[config.mk]
export PLATFORM = sky130hd
export DESIGN_NAME = mem_arbiter
export DESIGN_NICKNAME = d
export VERILOG_FILES = /design/src/rtl/mem_arbiter.sv
export SDC_FILE = /design/constraint.sdc
export NUM_CORES = 1
export LEC_CHECK = 0
export CORE_UTILIZATION = 44
export CTS_BUF_LIST = sky130_fd_sc_hd__clkbuf_16
export DETAILED_ROUTE_END_ITERATION = 7
export HOLD_SLACK_MARGIN = 0.05
export PLACE_DENSITY = 0.81
export SLEW_MARGIN = 40
export SYNTH_ARGS = -nofsm -noshare
export SYNTH_HDL_FRONTEND = slang
export SYNTH_SLANG_ARGS = --single-unit
[constraint.sdc]
create_clock -name clk -period 2.55 [get_ports clk]
set_input_delay 0.255 -clock clk [delete_from_list [all_inputs] [get_ports clk]]
set_output_delay 0.255 -clock clk [all_outputs]
set_load 0.02 [all_outputs]
[src/rtl/mem_arbiter.sv]
// mem_arbiter: shares one single-port, variable-latency memory between the
// instruction-fetch port and the load/store port. Stores are lane-aligned
// and replicated; loads are shifted down and sign/zero extended. A bounded
// starvation counter guarantees fetch progress under continuous data traffic.
module mem_arbiter #(
    parameter int STARVE_MAX = 4
) (
    input  logic        clk,
    input  logic        rst_n,
    input  logic        if_req,
    input  logic [31:0] if_addr,
    output logic [31:0] if_rdata,
    output logic        if_valid,
    input  logic        d_req,
    input  logic        d_rw,
    input  logic [31:0] d_addr,
    input  logic [31:0] d_wdata,
    input  logic [1:0]  d_size,
    input  logic        d_sign,
    output logic [31:0] d_rdata,
    output logic        d_valid,
    output logic        misalign,
    output logic        m_req,
    output logic        m_we,
    output logic [31:0] m_addr,
    output logic [31:0] m_wdata,
    output logic [3:0]  m_be,
    input  logic        m_ready,
    input  logic [31:0] m_rdata,
    output logic        stall
);

    localparam int CNT_W = ($clog2(STARVE_MAX + 1) > 3) ? $clog2(STARVE_MAX + 1) : 3;

    typedef enum logic [1:0] {IDLE, BUSY_IF, BUSY_D, FAULT} state_t;

    state_t             state;
    logic [CNT_W-1:0]   starve_cnt;
    logic [1:0]         lane_q;
    logic [1:0]         size_q;
    logic               sign_q;
    logic               rw_q;
    logic               at_max;
    logic               grant_d;
    logic               d_mis;
    logic               unused_addr_bits;

    // Size 11 is never legal; halves need an even address, words full alignment.
    function automatic logic is_misaligned(input logic [1:0] a, input logic [1:0] size);
        logic r;
        case (size)
            2'b00:   r = 1'b0;
            2'b01:   r = a[0];
            2'b10:   r = |a;
            default: r = 1'b1;
        endcase
        return r;
    endfunction

    function automatic logic [3:0] store_be(input logic [1:0] a, input logic [1:0] size);
        logic [3:0] be;
        case (size)
            2'b00:   be = 4'b0001 << a;
            2'b01:   be = 4'b0011 << a;
            default: be = 4'b1111;
        endcase
        return be;
    endfunction

    // Replicating the right-justified data puts it in every lane the enables may select.
    function automatic logic [31:0] store_data(input logic [1:0] size, input logic [31:0] wd);
        logic [31:0] r;
        case (size)
            2'b00:   r = {4{wd[7:0]}};
            2'b01:   r = {2{wd[15:0]}};
            default: r = wd;
        endcase
        return r;
    endfunction

    function automatic logic [31:0] load_data(input logic [31:0] rd, input logic [1:0] a,
                                              input logic [1:0] size, input logic sgn);
        logic        [31:0] s;
        logic signed [31:0] ext;
        s = rd >> {a, 3'b000};
        case (size)
            2'b00:   ext = sgn ? {{24{s[7]}}, s[7:0]} : {24'h0, s[7:0]};
            2'b01:   ext = sgn ? {{16{s[15]}}, s[15:0]} : {16'h0, s[15:0]};
            default: ext = s;
        endcase
        return ext;
    endfunction

    // Only the word part of the fetch address reaches memory.
    assign unused_addr_bits = ^if_addr[1:0];

    assign at_max  = (starve_cnt == CNT_W'(STARVE_MAX));
    assign grant_d = d_req & ~(if_req & at_max);
    assign d_mis   = is_misaligned(d_addr[1:0], d_size);

    // Pipeline hold: a requester is stalled until its own completion pulse.
    assign stall = (if_req & ~if_valid) | (d_req & ~d_valid);

    // Arbitration FSM with registered memory-side and completion outputs.
    always_ff @(posedge clk or negedge rst_n) begin
        if (!rst_n) begin
            state      <= IDLE;
            starve_cnt <= '0;
            lane_q     <= 2'b00;
            size_q     <= 2'b00;
            sign_q     <= 1'b0;
            rw_q       <= 1'b0;
            m_req      <= 1'b0;
            m_we       <= 1'b0;
            m_addr     <= 32'h0;
            m_wdata    <= 32'h0;
            m_be       <= 4'b0000;
            if_valid   <= 1'b0;
            d_valid    <= 1'b0;
            misalign   <= 1'b0;
            if_rdata   <= 32'h0;
            d_rdata    <= 32'h0;
        end else begin
            if_valid <= 1'b0;
            d_valid  <= 1'b0;
            misalign <= 1'b0;
            case (state)
                IDLE: begin
                    if (grant_d) begin
                        if (if_req && !at_max)
                            starve_cnt <= starve_cnt + 1'b1;
                        lane_q <= d_addr[1:0];
                        size_q <= d_size;
                        sign_q <= d_sign;
                        rw_q   <= d_rw;
                        if (d_mis) begin
                            state <= FAULT;
                        end else begin
                            state   <= BUSY_D;
                            m_req   <= 1'b1;
                            m_we    <= d_rw;
                            m_addr  <= {d_addr[31:2], 2'b00};
                            m_be    <= d_rw ? store_be(d_addr[1:0], d_size) : 4'b0000;
                            m_wdata <= d_rw ? store_data(d_size, d_wdata) : 32'h0;
                        end
                    end else if (if_req) begin
                        state      <= BUSY_IF;
                        starve_cnt <= '0;
                        m_req      <= 1'b1;
                        m_we       <= 1'b0;
                        m_addr     <= {if_addr[31:2], 2'b00};
                        m_be       <= 4'b0000;
                        m_wdata    <= 32'h0;
                    end
                end
                BUSY_IF: begin
                    if (m_ready) begin
                        m_req    <= 1'b0;
                        m_we     <= 1'b0;
                        m_be     <= 4'b0000;
                        if_rdata <= m_rdata;
                        if_valid <= 1'b1;
                        state    <= IDLE;
                    end
                end
                BUSY_D: begin
                    if (m_ready) begin
                        m_req   <= 1'b0;
                        m_we    <= 1'b0;
                        m_be    <= 4'b0000;
                        d_rdata <= rw_q ? 32'h0 : load_data(m_rdata, lane_q, size_q, sign_q);
                        d_valid <= 1'b1;
                        state   <= IDLE;
                    end
                end
                FAULT: begin
                    d_valid  <= 1'b1;
                    misalign <= 1'b1;
                    d_rdata  <= 32'h0;
                    state    <= IDLE;
                end
                default: state <= IDLE;
            endcase
        end
    end

endmodule

---- Word level (Yosys, flattened, before mapping) ----
Index checks and enable logic that the tools add are counted.
W data, S select, Z words.
word-level totals
  flip-flop bits (word level) ............. 148
  input bits .............................. 137
operators by class
  reductions and logical operators ........ 17
  shifts and indexed selects .............. 3
  muxes and demuxes ....................... 43
  bitwise logic cells ..................... 8
  add/sub/neg operators ................... 1
  equal/unequal tests ..................... 13
operators with widths
  cell                   number
  $mux W32               11
  $pmux W32 S2           3
  $shr A32 B5 Y32        1
  $mux W4                5
  $pmux W4 S2            2
  $mux W1                11
  $mux W3                3
  $reduce_and A2 Y1      4
  $eq A2 B1 Y1 const B   3
  $eq A2 B2 Y1 const B   3
  $logic_not A2 Y1       3
  $mux W2                3
  $ne A3 B3 Y1 const B   2
  $pmux W1 S2            3
  $pmux W2 S3            1
  $reduce_and A3 Y1      2
  $reduce_bool A2 Y1     3
  $and A1 B1 Y1          4
  $ne A2 B1 Y1 const B   2
  $ne A2 B2 Y1 const B   2
  $reduce_and A4 Y1      1
  $reduce_or A2 Y1       2
  $shl A1 B2 Y4 const A  1
  $shl A2 B2 Y4 const A  1
  7 further kinds        9

---- Depth between registers and ports, before layout ----
Gate-level depths: netlist (run 1).
  word-level depth ........................ 6
  mapped depth ............................ 9
  depth with buffers taken out ............ 6

---- Worst setup path before layout (run 1) ----
OpenSTA, ideal clock, no wires.
  kind .................................... flip-flop to flip-flop
  from .................................... register state[1]
  to ...................................... register d_rdata[24]
  data required time ...................... 2486 ps
  period minus slack after synthesis ...... 1992 ps
  slack ................................... 558 ps
  cell stages (with the launch flop) ...... 8
  data arrival time ....................... 1928 ps
  library setup time ...................... 64 ps
  buffers on the path ..................... 2
  cell sequence ........................... dfrtp_1 > ha_1 > nand4bb_1 > clkbuf_1 > nor3b_2 > nor2b_1 > clkbuf_1 > a221o_2
between the ends
  word-level cells in the longest chain between the ends .. 3
  elaborated cells on any way between the ends .. 6
  those cells by class .................... 3 x eq/ne; 1 x mux; 2 x reduce/logical
RTL lines
  element                                                              line  RTL
  start, declared                                                      37    state_t state;
  start signal, assigned                                               107   state <= IDLE;
  start signal, assigned                                               137   state <= FAULT;
  start signal, assigned                                               139   state <= BUSY_D;
  $eq A2 B2 Y1                                                         127   case (state)
  $ne A2 B2 Y1 (no line) / $reduce_bool A2 Y1 (equally long branches)  -
  $reduce_and A2 Y1 (no line)                                          -
  end signal, assigned                                                 171   d_rdata <= rw_q ? 32'h0 : load_data(m_rdata, lane_q, size_q, sign_q);
  end, declared                                                        20    output logic [31:0] d_rdata,
Parallel ways exist; a longest one is shown, timed or not.
A chain may end at the register's enable or synchronous reset.

---- Worst setup path after layout (run 1) ----
  from .................................... register state[1]
  to ...................................... register d_rdata[29]
The elaborated chain is that of the path after synthesis.

==> flow_summary.ini, run 1 <==
[clock_tree]
cts.path.max_buffers = 2
cts.repair.resized = 0
path_clk_slew_ps = 60
cts_buffers = 17
cts_tree = built
cts_hold_buf = 1
htree_levels = 4
cts_setup_buffers = 0
root_buffer = clkbuf_16
worstSkewPairLatency_ps = 420
cts_sinks = 146

[final_layout]
fillCellCount = 1175
area_growth_pct = 51.5
register_area_mm2 = 0.00365
multiInputGateArea_mm2 = 0.00298
layout_common_cells = clkdlybuf4s50_1 (269), dfrtp_1 (146), nand2_1 (98)
num_antenna_cells = 0
final_common_cell = clkdlybuf4s50_1
stdcell_count = 1094
nets = 1037
layout-drive-gt1-share_pct = 12.9

[sta]
hold_slack_ps = 349
setup-violations-final = 0
max_freq_ghz = 0.467
period_share_pct = 84.0
setup_slack_ps = 408
finalHoldViolCount = 0
rsz0062_at_grt = false
tightest_slew_ps = 713
drv_slew = 0
tns_ps = 0
period_needed_ps = 2140
skew_ps = 9.18
slew_headroom_pct = 51.8

[power_and_ir_drop]
p_int_mw = 7.24
p_sw_mw = 4.36
power_per_cell_area_mw_per_mm2 = 1120
vdd_drop_max_uv = 644
leakage_nw = 4.59
power_frac_seq_pct = 32.7
clkPwrFrac_pct = 19.8
switching_share_pct = 37.6
power_mw = 11.6
pwr-share-comb_pct = 47.5

[worst_setup_path]
arrival_ps = 2500
start_kind = register
crit_path_end_kind = register
critPathKind = register to register
path_max_fanout = 8
path_cells = ha_1 > nand4bb_1 > nor3b_2 > nor2b_1 > a221o_2
crit_path_max_incr_delay_ps = 550
worstPathRequired_ps = 2910
cpMaxStageDelayCell = nor2b_1

[detailed_routing]
drt_iter0_markers = 325
num_vias = 5844
avgViaCountPerCell = 5.34
dr.pass1.iters = 4
drc = 0
drt-total-wl_mm = 20.0
antenna_left = 0
wl_per_cell_um = 18.3

[synthesis]
synthDistinctLibCells = 41
seq_area_frac_synth_pct = 53.3
synth-warning-count = 0
synth_edf_count = 0
ys_ff_latch = 146
async_reset_ff_share_pct = 100
syn_area_mm2 = 0.00685
avgSynthCellArea_um2 = 10.9
netlist_instances = 628
synth_ff_type = dfrtp_1

[run_status]
status = finished clean

[grt]
antenna_found_initial = 0
grt_pass1_vias = 5911
gr-usage-all-layers_pct = 25.8
grt_pass1_wl_mm = 31.3
grt_max_degree = 56
grt_overflow = 0

[placement]
gp_congestion = 0.837
place_ws_ps = 299
dpl.hpwl_mm = 15.3
dp_cells = 1062
port_buffers = 270

[hold_path]
hp-class = input pin to asynchronous set/reset pin

[die]
fp.coreArea_mm2 = 0.0152
placementRows = 45
dieWidth_um = 127
start_util_pct = 45.1
dieArea_mm2 = 0.0161
io_pins = 275
die_y_um = 127

[flow_run]
max-cap-violations = 0
cell usage after synthesis (2+ instances only):
cell,number,share of area [%]
nand3b_1,8,0.88
buf_2,8,0.58
o22ai_1,6,0.55
nor3_1,2,0.15
nand3_1,12,0.88
a221o_1,6,0.88
mux2_2,46,7.6
inv_1,7,0.38
nor2b_1,3,0.27
nor2_1,27,1.5
mux4_2,2,0.66
clkbuf_1,26,1.4
o31ai_1,14,1.5
a21o_1,3,0.33
buf_6,2,0.33
mux2i_1,73,11
a21oi_1,26,1.9
or2_2,2,0.18
o21ai_0,68,5.0
and3_1,2,0.18
buf_1,6,0.33
ha_1,6,1.1
dfrtp_1,146,53
a221o_2,10,1.6
buf_4,2,0.22
nand2b_1,2,0.18
nand2_1,99,5.4
critical path, delay by kind of cell (launching register included):
family | cells | cell delay, ps
AOI/OAI and AO/OA | 1 | 270
and+or+nand+nor | 3 | 1110
DFF | 1 | 430
adders and majority gates | 1 | 260
sequential cells by signal (all words and copies together), names as in the netlist:
register	flops
misalign	1
m_addr	30
size_q	2
if_valid	1
m_wdata	32
starve_cnt	3
d_rdata	32
d_valid	1
lane_q	2
sign_q	1
m_be	4
m_we	1
if_rdata	32
m_req	1
rw_q	1
state	2
layer usage:
metal	GRT usage, %	up-vias	routed length [µm]
met5	0	-	0
met1	28.0	2819	7610
li1	-	2766	-
met4	10.4	0	517
met3	8.81	35	1580
met2	46.2	224	10300
final cells by class:
| type | instances | share of cell area, % |
|---|---|---|
| clock buffer | 17 | 4.10 |
| multi-input combinational | 431 | 28.7 |
| inverter | 7 | 0.253 |
| sequential | 146 | 35.2 |
| clock inverter | 14 | 1.11 |
| tap | 188 | 2.27 |
| timing repair buffer | 291 | 28.3 |
worst paths after layout:
kind	start	endpoint	slack [ps]	cells past startpoint
min reg2reg	d_rdata[7]	d_rdata[7]	470	2
min	rst_n	d_rdata[8]	350	2
max in group asynchronous	rst_n	if_rdata[7]	1570	3
max reg2reg	state[1]	d_rdata[29]	410	5
max	state[1]	d_rdata[29]	410	5
min in group clk	d_rdata[7]	d_rdata[7]	470	2
per-stage QoR:
| step | util [%] | area (µm²) |
|---|---|---|
| 6_report | 68.3 | 10400 |
| 5_1_grt | 68.3 | 10400 |
| 4_1_cts | 68.2 | 10400 |
| 3_5_place_dp | 64.6 | 9820 |
| 3_3_place_gp | 64.6 | 9820 |
| 2_1_floorplan | - | 6860 |
cells by family (layout without fill, tap and decap cells):
group                    Yosys count  after routing  synth area share [%]
buffers and inverters             52            329                  3.34
AND/OR/NAND/NOR                  163            163                  10.6
other                              1              2                0.0547
adder cells (fa/ha/maj)            6              6                  1.10
flip-flops                       146            146                  53.3
AO/OA/AOI/OAI                    139            139                  12.7
multiplexers                     121            121                  18.9
power groups by stage:
stage          combinational [mW]  sequential, mW  clock [mW]
3_5_place_dp                 5.55            3.82           0
5_1_grt                      5.91            3.90        2.44
6_report                     5.51            3.79        2.29
3_3_place_gp                 5.47            3.78           0
2_1_floorplan                1.98            4.76           0
4_1_cts                      5.57            3.80        2.34
Power figures use the tool's default switching activity.
==> inputs of run 2 (changes only) <==
- CORE_UTILIZATION: 44 -> 40
- PLACE_DENSITY: 0.81 -> 0.78
- clock period: 2.55 -> 1.8 ns (I/O delays scaled with it)
==> run 2 against run 1 <==
  * Clock-buffer cell count did not move
  * Core utilization shrank 3.5 points
  * Largest cell class unchanged
  * Largest power group unchanged
  * Flip-flop and latch count is the same
  * Critical path depth unchanged
  * Worst hold slack worse by 99 ps
  * Highest routed layer unchanged
  * Sequential share of layout area shrank 1.3 points
  * Critical path type unchanged
==> flow_summary.ini, run 2 (synthesis gave the netlist of run 1 again) <==
[run_status]
status = finished clean

[final_layout]
multiInputGateArea_mm2 = 0.00305
final_common_cell = clkdlybuf4s50_1
fillCellCount = 1340
fin_area_mm2 = 0.0108
register_area_mm2 = 0.00365
num_antenna_cells = 0
layout_common_cells = clkdlybuf4s50_1 (267), dfrtp_1 (145), nand2_1 (98)
area_growth_pct = 57.4
nets = 1071
top_regs = d_rdata x32, if_rdata x32, m_wdata x32
layout-drive-gt1-share_pct = 16.7

[clock_tree]
root_buffer = clkbuf_16
cts_buffers = 17
cts_tree = built
path_clk_slew_ps = 60
cts_sinks = 146
worstSkewPairLatency_ps = 420
htree_levels = 4
cts.path.max_buffers = 2

[die]
placementRows = 47
dieWidth_um = 133
fp.coreArea_mm2 = 0.0166
die_y_um = 133
dieArea_mm2 = 0.0177
start_util_pct = 41.2
io_pins = 275

[sta]
period_needed_ps = 1780
hold_slack_ps = 250
max_freq_ghz = 0.562
finalHoldViolCount = 0
setup-violations-final = 0
rsz0062_at_grt = true
setup_slack_ps = 19.2
period_share_pct = 98.9
tns_ps = 0
skew_ps = 6.63
drv_slew = 0

[power_and_ir_drop]
leakage_nw = 4.78
power_mw = 16.8
power_per_cell_area_mw_per_mm2 = 1560
vdd_drop_max_uv = 821

[worst_setup_path]
crit_path_max_incr_delay_ps = 500
critPathKind = register to register
path_cells = nand2b_4 > mux4_2 > nor4b_4 > buf_4 > a221o_1
cpMaxStageDelayCell = mux4_2
start_kind = register
path_delay_family = multiplexers
worstPathRequired_ps = 2150
path_max_fanout = 9
path_buf_inv = 1
arrival_ps = 2130
crit_path_end_kind = register

[grt]
grt_pass1_vias = 6184
gr-usage-all-layers_pct = 24.2
grt_max_degree = 67
grt_pass1_wl_mm = 32.6
antenna_found_initial = 0
grt_overflow = 0

[detailed_routing]
drt_iter0_markers = 316
drt-total-wl_mm = 20.8
avgViaCountPerCell = 5.18
dr.pass1.iters = 4
drc = 0
num_vias = 6004
antenna_left = 0
wl_per_cell_um = 17.9

[hold_path]
hp-class = input pin to asynchronous set/reset pin

[placement]
port_buffers = 270
postPlaceCellArea_mm2 = 0.0102
place_ws_ps = -305
dpl.hpwl_mm = 15.7
gp_congestion = 0.848

[flow_run]
max-cap-violations = 0
-- run 2: cell type report --
cell class	count	area share (%)
multi-input cells	431	28.3
flip-flops and latches	146	33.9
repair buffers	325	30.1
well taps	220	2.55
inverters	7	0.244
clock inverters	14	0.940
clock buffers	17	3.95
-- run 2: repair_timing --
action / in CTS / in global routing
pin swaps: 0 / 1
hold endpoints to repair: 42 / 0
endpoints found under the setup margin: 18 / 54
cloned: 0 / 0
hold buffers: 1 / 0
buffers inserted: 1 / 2
gates resized for setup: 7 / 8
-- run 2: worst paths after layout --
path | from | end | slack (ps) | cells past startpoint
hold / removal | rst_n | d_rdata[6] | 250 | 2
max in group asynchronous | rst_n | d_rdata[24] | 890 | 3
min in group clk | m_rdata[31] | d_rdata[31] | 270 | 2
setup / recovery | lane_q[0] | d_rdata[18] | 20 | 5
setup reg to reg | lane_q[0] | d_rdata[18] | 20 | 5
hold reg to reg | m_wdata[3] | m_wdata[3] | 470 | 2
-- run 2: routing by layer --
metal | vias up | track usage [%] | share of wire, %
li1 | 2834 | - | -
met1 | 2870 | 27.8 | 38
met2 | 264 | 41.7 | 50
met3 | 36 | 7.43 | 8.5
met4 | 0 | 9.77 | 2.7
met5 | - | 0 | 0
-- run 2: through the flow --
| stage | cells | util (%) |
|---|---|---|
| after floorplan | 629 | - |
| after global placement | 1125 | 61.0 |
| after detailed placement | 1125 | 61.0 |
| after CTS | 1158 | 64.4 |
| after global routing | 1160 | 64.8 |
| final | 1160 | 64.8 |
-- run 2: worst reg2reg max path, stage by stage (launching register included) --
cell and delay [ps]:
dfrtp_2 460, nand2b_4 170, mux4_2 500, nor4b_4 250, buf_4 210, a221o_1 130
-- run 2: power breakdown --
group	switching [mW]	leakage, nW	internal, mW	total (mW)
Sequential	0.797	1.88	4.59	5.39
Combinational	4.16	2.65	4.09	8.24
Clock	1.33	0.253	1.85	3.18
Total	6.28	4.78	10.5	16.8
